$ cat config.mk
export PLATFORM = sky130hd
export DESIGN_NAME = spi_master_core
export DESIGN_NICKNAME = d
export VERILOG_FILES = /design/src/rtl/spi_pkg.sv /design/src/rtl/spi_clk_div.sv /design/src/rtl/spi_master_core.sv
export SDC_FILE = /design/constraint.sdc
export NUM_CORES = 1
export LEC_CHECK = 0
export BUFFER_PORTS_ARGS = -buffer_cell sky130_fd_sc_hd__buf_2
export CAP_MARGIN = 0
export CORE_ASPECT_RATIO = 0.75
export CORE_MARGIN = 2
export CORE_UTILIZATION = 50
export CTS_BUF_LIST = sky130_fd_sc_hd__clkbuf_4 sky130_fd_sc_hd__clkbuf_8
export CTS_CLUSTER_SIZE = 30
export DETAILED_ROUTE_END_ITERATION = 10
export HOLD_SLACK_MARGIN = 0.1
export PLACE_DENSITY = 0.72
export SYNTH_ARGS = -nofsm -noshare
export SYNTH_HDL_FRONTEND = slang
export SYNTH_SLANG_ARGS = --single-unit
$ cat constraint.sdc
create_clock -name CLK -period 4.8 [get_ports CLK]
set_input_delay 0.24 -clock CLK [delete_from_list [all_inputs] [get_ports CLK]]
set_output_delay 0.24 -clock CLK [all_outputs]
set_load 0.01 [all_outputs]
$ cat src/rtl/spi_pkg.sv
// Shared types and defaults for the SPI master core.
package spi_pkg;

    typedef enum logic [1:0] {
        IDLE  = 2'd0,
        SHIFT = 2'd1,
        HOLD  = 2'd2
    } state_t;

    localparam int WIDTH_DEFAULT = 8;

endpackage

$ cat src/rtl/spi_clk_div.sv
// Tick generator for the SPI core: one tick every DIV cycles while enabled.
// The first tick lands on the cycle right after a clear.
module spi_clk_div #(
    parameter int DIV = 1
) (
    input  logic clk,
    input  logic rst_n,
    input  logic clr,
    input  logic en,
    output logic tick
);

    localparam int CW = (DIV > 1) ? $clog2(DIV) : 1;
    localparam logic [CW-1:0] LAST = CW'(DIV - 1);

    logic [CW-1:0] cnt;

    always_ff @(posedge clk) begin
        if (!rst_n) begin
            cnt <= '0;
        end else if (clr) begin
            cnt <= '0;
        end else if (en) begin
            cnt <= (cnt == LAST) ? '0 : cnt + 1'b1;
        end
    end

    assign tick = en && (cnt == '0);

endmodule

$ cat src/rtl/spi_master_core.sv
// Mode-0 SPI master, one chip select, WIDTH-bit full-duplex transfers.
// Define SPI_LSB_FIRST_EN to shift LSB first; default is MSB first.
module spi_master_core
    import spi_pkg::*;
#(
    parameter int WIDTH = WIDTH_DEFAULT,
    parameter int DIV   = 1
) (
    input  logic             CLK,
    input  logic             RST_N,
    input  logic             START,
    input  logic [WIDTH-1:0] DOUT,
    output logic [WIDTH-1:0] DIN,
    output logic             SCK,
    output logic             CS,
    output logic             MOSI,
    input  logic             MISO,
    output logic             BUSY,
    output logic             DONE
);

    localparam int BW = (WIDTH > 1) ? $clog2(WIDTH) : 1;
    localparam logic [BW-1:0] LAST_BIT = BW'(WIDTH - 1);

    state_t           state;
    logic [WIDTH-1:0] tx;
    logic [WIDTH-1:0] rx;
    logic [WIDTH-1:0] tx_next;
    logic [BW-1:0]    bit_cnt;
    logic             tick;
    logic             accept;

`ifdef SPI_LSB_FIRST_EN
    function automatic logic [WIDTH-1:0] shift_tx(input logic [WIDTH-1:0] v);
        return {1'b0, v[WIDTH-1:1]};
    endfunction

    function automatic logic out_bit(input logic [WIDTH-1:0] v);
        return v[0];
    endfunction

    function automatic logic [WIDTH-1:0] shift_rx(input logic [WIDTH-1:0] r, input logic b);
        return {b, r[WIDTH-1:1]};
    endfunction
`else
    function automatic logic [WIDTH-1:0] shift_tx(input logic [WIDTH-1:0] v);
        return {v[WIDTH-2:0], 1'b0};
    endfunction

    function automatic logic out_bit(input logic [WIDTH-1:0] v);
        return v[WIDTH-1];
    endfunction

    function automatic logic [WIDTH-1:0] shift_rx(input logic [WIDTH-1:0] r, input logic b);
        return {r[WIDTH-2:0], b};
    endfunction
`endif

    assign accept  = (state == IDLE) && START;
    assign tx_next = shift_tx(tx);

    spi_clk_div #(.DIV(DIV)) u_clk_div (
        .clk  (CLK),
        .rst_n(RST_N),
        .clr  (accept),
        .en   (state != IDLE),
        .tick (tick)
    );

    always_ff @(posedge CLK) begin
        if (!RST_N) begin
            state   <= IDLE;
            tx      <= '0;
            rx      <= '0;
            bit_cnt <= '0;
            SCK     <= 1'b0;
            CS      <= 1'b1;
            MOSI    <= 1'b0;
            DIN     <= '0;
            BUSY    <= 1'b0;
            DONE    <= 1'b0;
        end else begin
            DONE <= 1'b0;
            case (state)
                IDLE: begin
                    if (START) begin
                        tx      <= DOUT;
                        CS      <= 1'b0;
                        MOSI    <= out_bit(DOUT);
                        BUSY    <= 1'b1;
                        bit_cnt <= '0;
                        state   <= SHIFT;
                    end
                end
                SHIFT: begin
                    if (tick) begin
                        if (!SCK) begin
                            SCK <= 1'b1;
                            rx  <= shift_rx(rx, MISO);
                        end else begin
                            // MOSI only moves on the falling edge, giving the slave a full half-period of setup.
                            SCK <= 1'b0;
                            if (bit_cnt < LAST_BIT) begin
                                tx      <= tx_next;
                                MOSI    <= out_bit(tx_next);
                                bit_cnt <= bit_cnt + 1'b1;
                            end else begin
                                state <= HOLD;
                            end
                        end
                    end
                end
                HOLD: begin
                    if (tick) begin
                        CS    <= 1'b1;
                        DIN   <= rx;
                        DONE  <= 1'b1;
                        BUSY  <= 1'b0;
                        MOSI  <= 1'b0;
                        state <= IDLE;
                    end
                end
                default: state <= IDLE;
            endcase
        end
    end

endmodule

==> metrics.csv, run 1 <==
metric;value;unit
H-tree depth;2;
Layout area overhead;13.7;%
r2r endpoint;tx[5];
Worst Setup SP;state[1];
switching power;278;uW
Syn Area/Cell;10.0;sq um
Worst Path Max Fanout;17;
Yosys warning total;0;
top-area cell type share of the netlist area;0.446;
post-synthesis sequential element count;33;
power share of the clock group;0.245;
Post-synth top flop;dfxtp_1;
worst path cell trace;inv_1 -> ha_1 -> nand4_1 -> and2_4 -> a211oi_2;
Seq/Total Area, Yosys;0.446;
reg-to-reg slack, setup;2640;ps
Met3 Routed Length;136;um
Post-CTS Hold Buffers;0;
CTS clk-pin slew, worst paths;70;ps
total CTS buffers;5;
highest metal used;met4;
outcome;complete, no violations;
CTS tree;yes;
Synth area leader;dfxtp_1;
fill count;269;
WP data required;4990;ps
Slowest-stage cell, CP;ha_1;
maxcap violations;0;
WL met2;1.16;mm
max_slew headroom;0.526;
site row count;17;
Final Cycle Share;0.451;
CP Class;reg2reg;
die span in x;66.9;um
Tot GR Track Use;0.179;
initial core utilization;0.513;
fin nets;190;
most frequent cells in the layout;dfxtp_1 (33), buf_2 (24), mux2i_1 (22);
EDFF count, synth;0;
largest net degree at the start of global routing;29;
clk root buf;clkbuf_8;
DR WL/cell;13.0;um
Pwr Density;485;nW/um^2
Startpoint Class;flop;
Max Freq;462;MHz
final setup violation count;0;
# port buffers;24;
Final Power;817;uW
first-pass GRT wire length;4.60;mm
routed wire length;2.74;mm
worst slew pin tran;711;ps
dpl cells;202;
critical path arrival;2360;ps
Leak;0.000664;uW
met1 WL;1.41;mm
unrepaired setup endpoints after global routing;no;
diodes inserted;0;
register share of total power;0.415;
Pre-antenna DRT Iters;4;
syn nets;167;
Cell Int Power;538;uW
Comb pwr share;0.340;
Area contributors post-synth;dfxtp_1 (45%), mux2i_1 (15%), ha_1 (5.9%);
Crit. End Element;flop;
Sink Count;33;
number of remaining DRC errors;0;
worst skew pair latency;280;ps
Top Ports;25;
Post CTS Setup Buffer Count;0;
dpl hpwl;1.96;mm
Core ar.;2890;sq um
Async SR Flop Fraction;0;
aggregate negative setup slack;0;ps
maximum vdd drop;308;uV
share of layout cells above drive strength 1;0.250;
Vias/cell;5.26;
reg2reg start;state[1];
end of the critical path;tx[5];
Yosys cell types;39;
switch share;0.341;
Gate Count Post-Synth;148;
GRT overflow;0;
hold_ws;214;ps
vias in the first global route;1021;
minimum clock period;2160;ps
GP Congestion;0.795;
worst min-delay path class;in2reg;
drt first-iter violations;45;
R2R depth;5;
most common cell after layout, fill and taps aside;dfxtp_1;
Die Ht;51.2;um
clock buffer depth;2;
max-slew violations;0;
Netlist Area Pre-Place;1480;sq um
die area;3420;sq um
max incr delay on CP;630;ps
Post-Layout Cell Count;210;
post-route ant nets;0;
final hold violations;0;
initial antenna violation count;0;
Final Skew;4.76;ps
CTS resizes;0;
routed vias;1104;
==> area by class of cell <==
class,instances,area [sq um],share of cell area
inverter,4,15.0,0.00891
clock buffer,6,76.3,0.0453
sequential,33,661,0.392
clock inverter,2,10.0,0.00594
tap,38,47.5,0.0282
timing repair buffer,25,128,0.0757
multi-input combinational,102,748,0.444
==> worst min-delay path by stage <==
stage / cells after the start / from / slack [ps] / endpoint
after floorplan: 2 / MISO / 390 / rx[0]
after global placement: 2 / tx[0] / 460 / tx[0]
after detailed placement: 2 / tx[0] / 450 / tx[0]
after CTS: 3 / MISO / 220 / rx[0]
after global routing: 3 / MISO / 230 / rx[0]
final: 3 / MISO / 210 / rx[0]
==> flip-flops by register name (all words and copies together), names as in the netlist <==
name and cells:
BUSY 1, CS 1, DIN 8, DONE 1, MOSI 1, SCK 1, bit_cnt 3, rx 8
state 2, tx 7
==> synthesized netlist by cell type (2+ instances only) <==
master / number
a211oi_2: 6
ha_1: 7
o211ai_1: 2
inv_1: 3
nor2_1: 18
clkbuf_1: 2
nand2_1: 8
buf_2: 2
dfxtp_1: 33
buf_1: 2
buf_6: 3
nor2b_1: 2
o22ai_1: 2
nand4_1: 2
mux2i_1: 22
a21oi_1: 10
nand3_1: 2
==> metrics by stage <==
stage / worst slack, ps / area [sq um] / utilization
3_3_place_gp: 2810 / 1600 / 0.553
5_1_grt: 2480 / 1690 / 0.583
4_1_cts: 2690 / 1690 / 0.583
2_1_floorplan: 3130 / 1480 / -
3_5_place_dp: 2720 / 1600 / 0.553
6_report: 2640 / 1690 / 0.583
==> power groups by stage <==
| stage | clock, uW | sequential [uW] | combinational (uW) |
|---|---|---|---|
| 6_report | 200 | 339 | 278 |
| 5_1_grt | 216 | 344 | 307 |
| 4_1_cts | 203 | 339 | 277 |
| 3_5_place_dp | 0 | 345 | 275 |
| 3_3_place_gp | 0 | 344 | 270 |
| 2_1_floorplan | 0 | 344 | 247 |
==> logic make-up after synthesis <==
logic type               after synthesis  synth area share
AND/OR/NAND/NOR                       42             0.137
flip-flops                            33             0.446
AO/OA/AOI/OAI                         30             0.154
multiplexers                          22             0.149
buffers and inverters                 13            0.0498
adder cells (fa/ha/maj)                7            0.0591
XOR/XNOR                               1           0.00591
==> worst max-delay path: cells and delay by family, from the launching register on <==
family                   cells  cell delay, ps
AO/OA/AOI/OAI                1             190
adder cells (fa/ha/maj)      1             630
buffers and inverters        1             130
flip-flops                   1             340
AND/OR/NAND/NOR              2             770
==> routing by layer <==
metal,up-vias,global-route usage
met4,0,0.0612
met2,22,0.275
met1,509,0.238
met3,4,0.0551
met5,-,0
li1,569,-
Note: power is estimated with default switching activity, not from simulation.
==> inputs of run 2 (changes only) <==
==> constraint.sdc (replaced) <==
create_clock -name CLK -period 2 [get_ports CLK]
set_input_delay 0.1 -clock CLK [delete_from_list [all_inputs] [get_ports CLK]]
set_output_delay 0.1 -clock CLK [all_outputs]
set_load 0.01 [all_outputs]
==> run 2 against run 1 <==
  * First-iteration DRC count up 100%
  * Clock power rose to 2.6 times the previous value
  * Clock skew down 0.71 ps
  * Largest cell class unchanged
  * Fmax up 17%
  * Via count up 6.3%
  * Highest routed layer unchanged
  * Final cell count up 1.9%
  * Design area up 3.0%
  * Global-route usage up 3.8 points
==> metrics.csv, run 2 (synthesis gave the netlist of run 1 again) <==
metric;value;unit;change
outcome;complete, no violations;;
post-route ant nets;0;;unchanged
first-pass GRT wire length;5.24;mm;+14%
die area;3420;sq um;unchanged
# port buffers;24;;unchanged
GRT overflow;0;;unchanged
total CTS buffers;5;;unchanged
largest net degree at the start of global routing;29;;unchanged
vias in the first global route;1129;;+11%
H-tree depth;2;;unchanged
worst skew pair latency;280;ps;about the same
Worst Min Path Start;RST_N;;
top flop regs;DIN (8), rx (8), tx (7);;
Worst Path Max Fanout;8;;-9
fin nets;195;;+2.6%
aggregate negative setup slack;0;ps;unchanged
Die Ht;51.2;um;unchanged
Final Skew;4.06;ps;-0.708 ps
routed wire length;3.18;mm;+16%
Final Power;2040;uW;+150%
die span in x;66.9;um;unchanged
Post-Route Utilization;0.600;;+0.0173
number of remaining DRC errors;0;;unchanged
Post-Layout Cell Count;214;;+1.9%
site row count;17;;unchanged
Post CTS Setup Buffer Count;0;;unchanged
dpl hpwl;2.26;mm;+15%
Pwr Density;1170;nW/um^2;+140%
Top Ports;25;;unchanged
Leak;0.000685;uW;+3.2%
Worst Setup SP;state[0];;
critical path arrival;2060;ps;-300 ps
Startpoint Class;flop;;
drt first-iter violations;90;;+100%
dpl cells;205;;+1.5%
max-slew violations;0;;unchanged
r2r endpoint;MOSI;;
reg-to-reg slack, setup;150;ps;-2480 ps
maximum vdd drop;620;uV;+100%
worst slew pin tran;524;ps;-187 ps
final hold violations;0;;unchanged
WP data required;2220;ps;-2770 ps
Max Freq;541;MHz;+17%
worst hold path depth;3;;unchanged
diodes inserted;0;;unchanged
max_slew headroom;0.650;;+0.124
routed vias;1174;;+6.3%
initial core utilization;0.513;;unchanged
CTS clk-pin slew, worst paths;60;ps;about the same
DR WL/cell;14.9;um;+14%
final setup violation count;0;;unchanged
CP Class;reg2reg;;
R2R depth;6;;+1
Core ar.;2890;sq um;unchanged
Sink Count;33;;unchanged
Tot GR Track Use;0.217;;+0.0378
minimum clock period;1850;ps;-316 ps
share of layout cells above drive strength 1;0.267;;+0.0170
fin area;1740;sq um;+3.0%
unrepaired setup endpoints after global routing;no;;
clk root buf;clkbuf_8;;
initial antenna violation count;0;;unchanged
reg2reg start;state[0];;
most common cell after layout, fill and taps aside;dfxtp_1;;
Layout area overhead;17.0;%;
Pre-antenna DRT Iters;4;;unchanged
Hold Path End;tx[0];;
clock buffer depth;2;;unchanged
most frequent cells in the layout;dfxtp_1 (33), buf_2 (24), mux2i_1 (22);;
worst min-delay path class;in2reg;;
GP Congestion;0.874;;+10%
Crit. End Element;flop;;
CTS tree;yes;;
maxcap violations;0;;unchanged
Vias/cell;5.49;;+4.4%
Final Cycle Share;0.923;;+0.473
placed cell areas;1620;sq um;+1.4%
fill count;270;;+0.37%
## run 2: through the flow
stage / hold slack, ps / setup WS (ps)
2_1_floorplan: 247 / 327
3_3_place_gp: 340 / 284
3_5_place_dp: 355 / 124
4_1_cts: 132 / 109
5_1_grt: 150 / 79.0
6_report: 152 / 153
## run 2: worst max-delay path, stage by stage (launching register included)
cell and delay [ps]:
dfxtp_1 410, inv_1 140, ha_2 260, nor2b_1 150, nand3b_1 260, or3_1 410
a21oi_1 140
## run 2: worst max path at each step
stage	endpoint	slack [ps]	depth (start not counted)
CTS	bit_cnt[1]	110	6
global route	MOSI	80	6
detailed placement	bit_cnt[1]	120	6
global placement	MOSI	280	6
floorplan	tx[4]	330	9
finish	MOSI	150	6
## run 2: report_power, final
part | internal (uW) | switching (uW)
clock network | 286 | 228
registers | 753 | 63.3
logic | 304 | 405
total | 1340 | 696
## run 2: final cells by class
type	instances	area [sq um]	area share
well taps	38	47.5	0.0274
inverters	4	15.0	0.00865
clock buffers	7	90.1	0.0519
flip-flops and latches	33	661	0.381
multi-input cells	102	752	0.433
repair buffers	30	170	0.0981
## run 2: metal layers
| metal | routed length (um) | part of all wire | track usage |
|---|---|---|---|
| met5 | 0 | 0 | 0 |
| met4 | 82 | 0.026 | 0.105 |
| met3 | 194 | 0.061 | 0.0881 |
| met2 | 1530 | 0.48 | 0.362 |
| met1 | 1380 | 0.43 | 0.239 |
## run 2: what timing repair did
action | CTS | global route
gates resized for setup | 0 | 2
hold buffers | 2 | 0
setup endpoints to repair | 0 | 11
endpoints found under the hold margin | 2 | 0
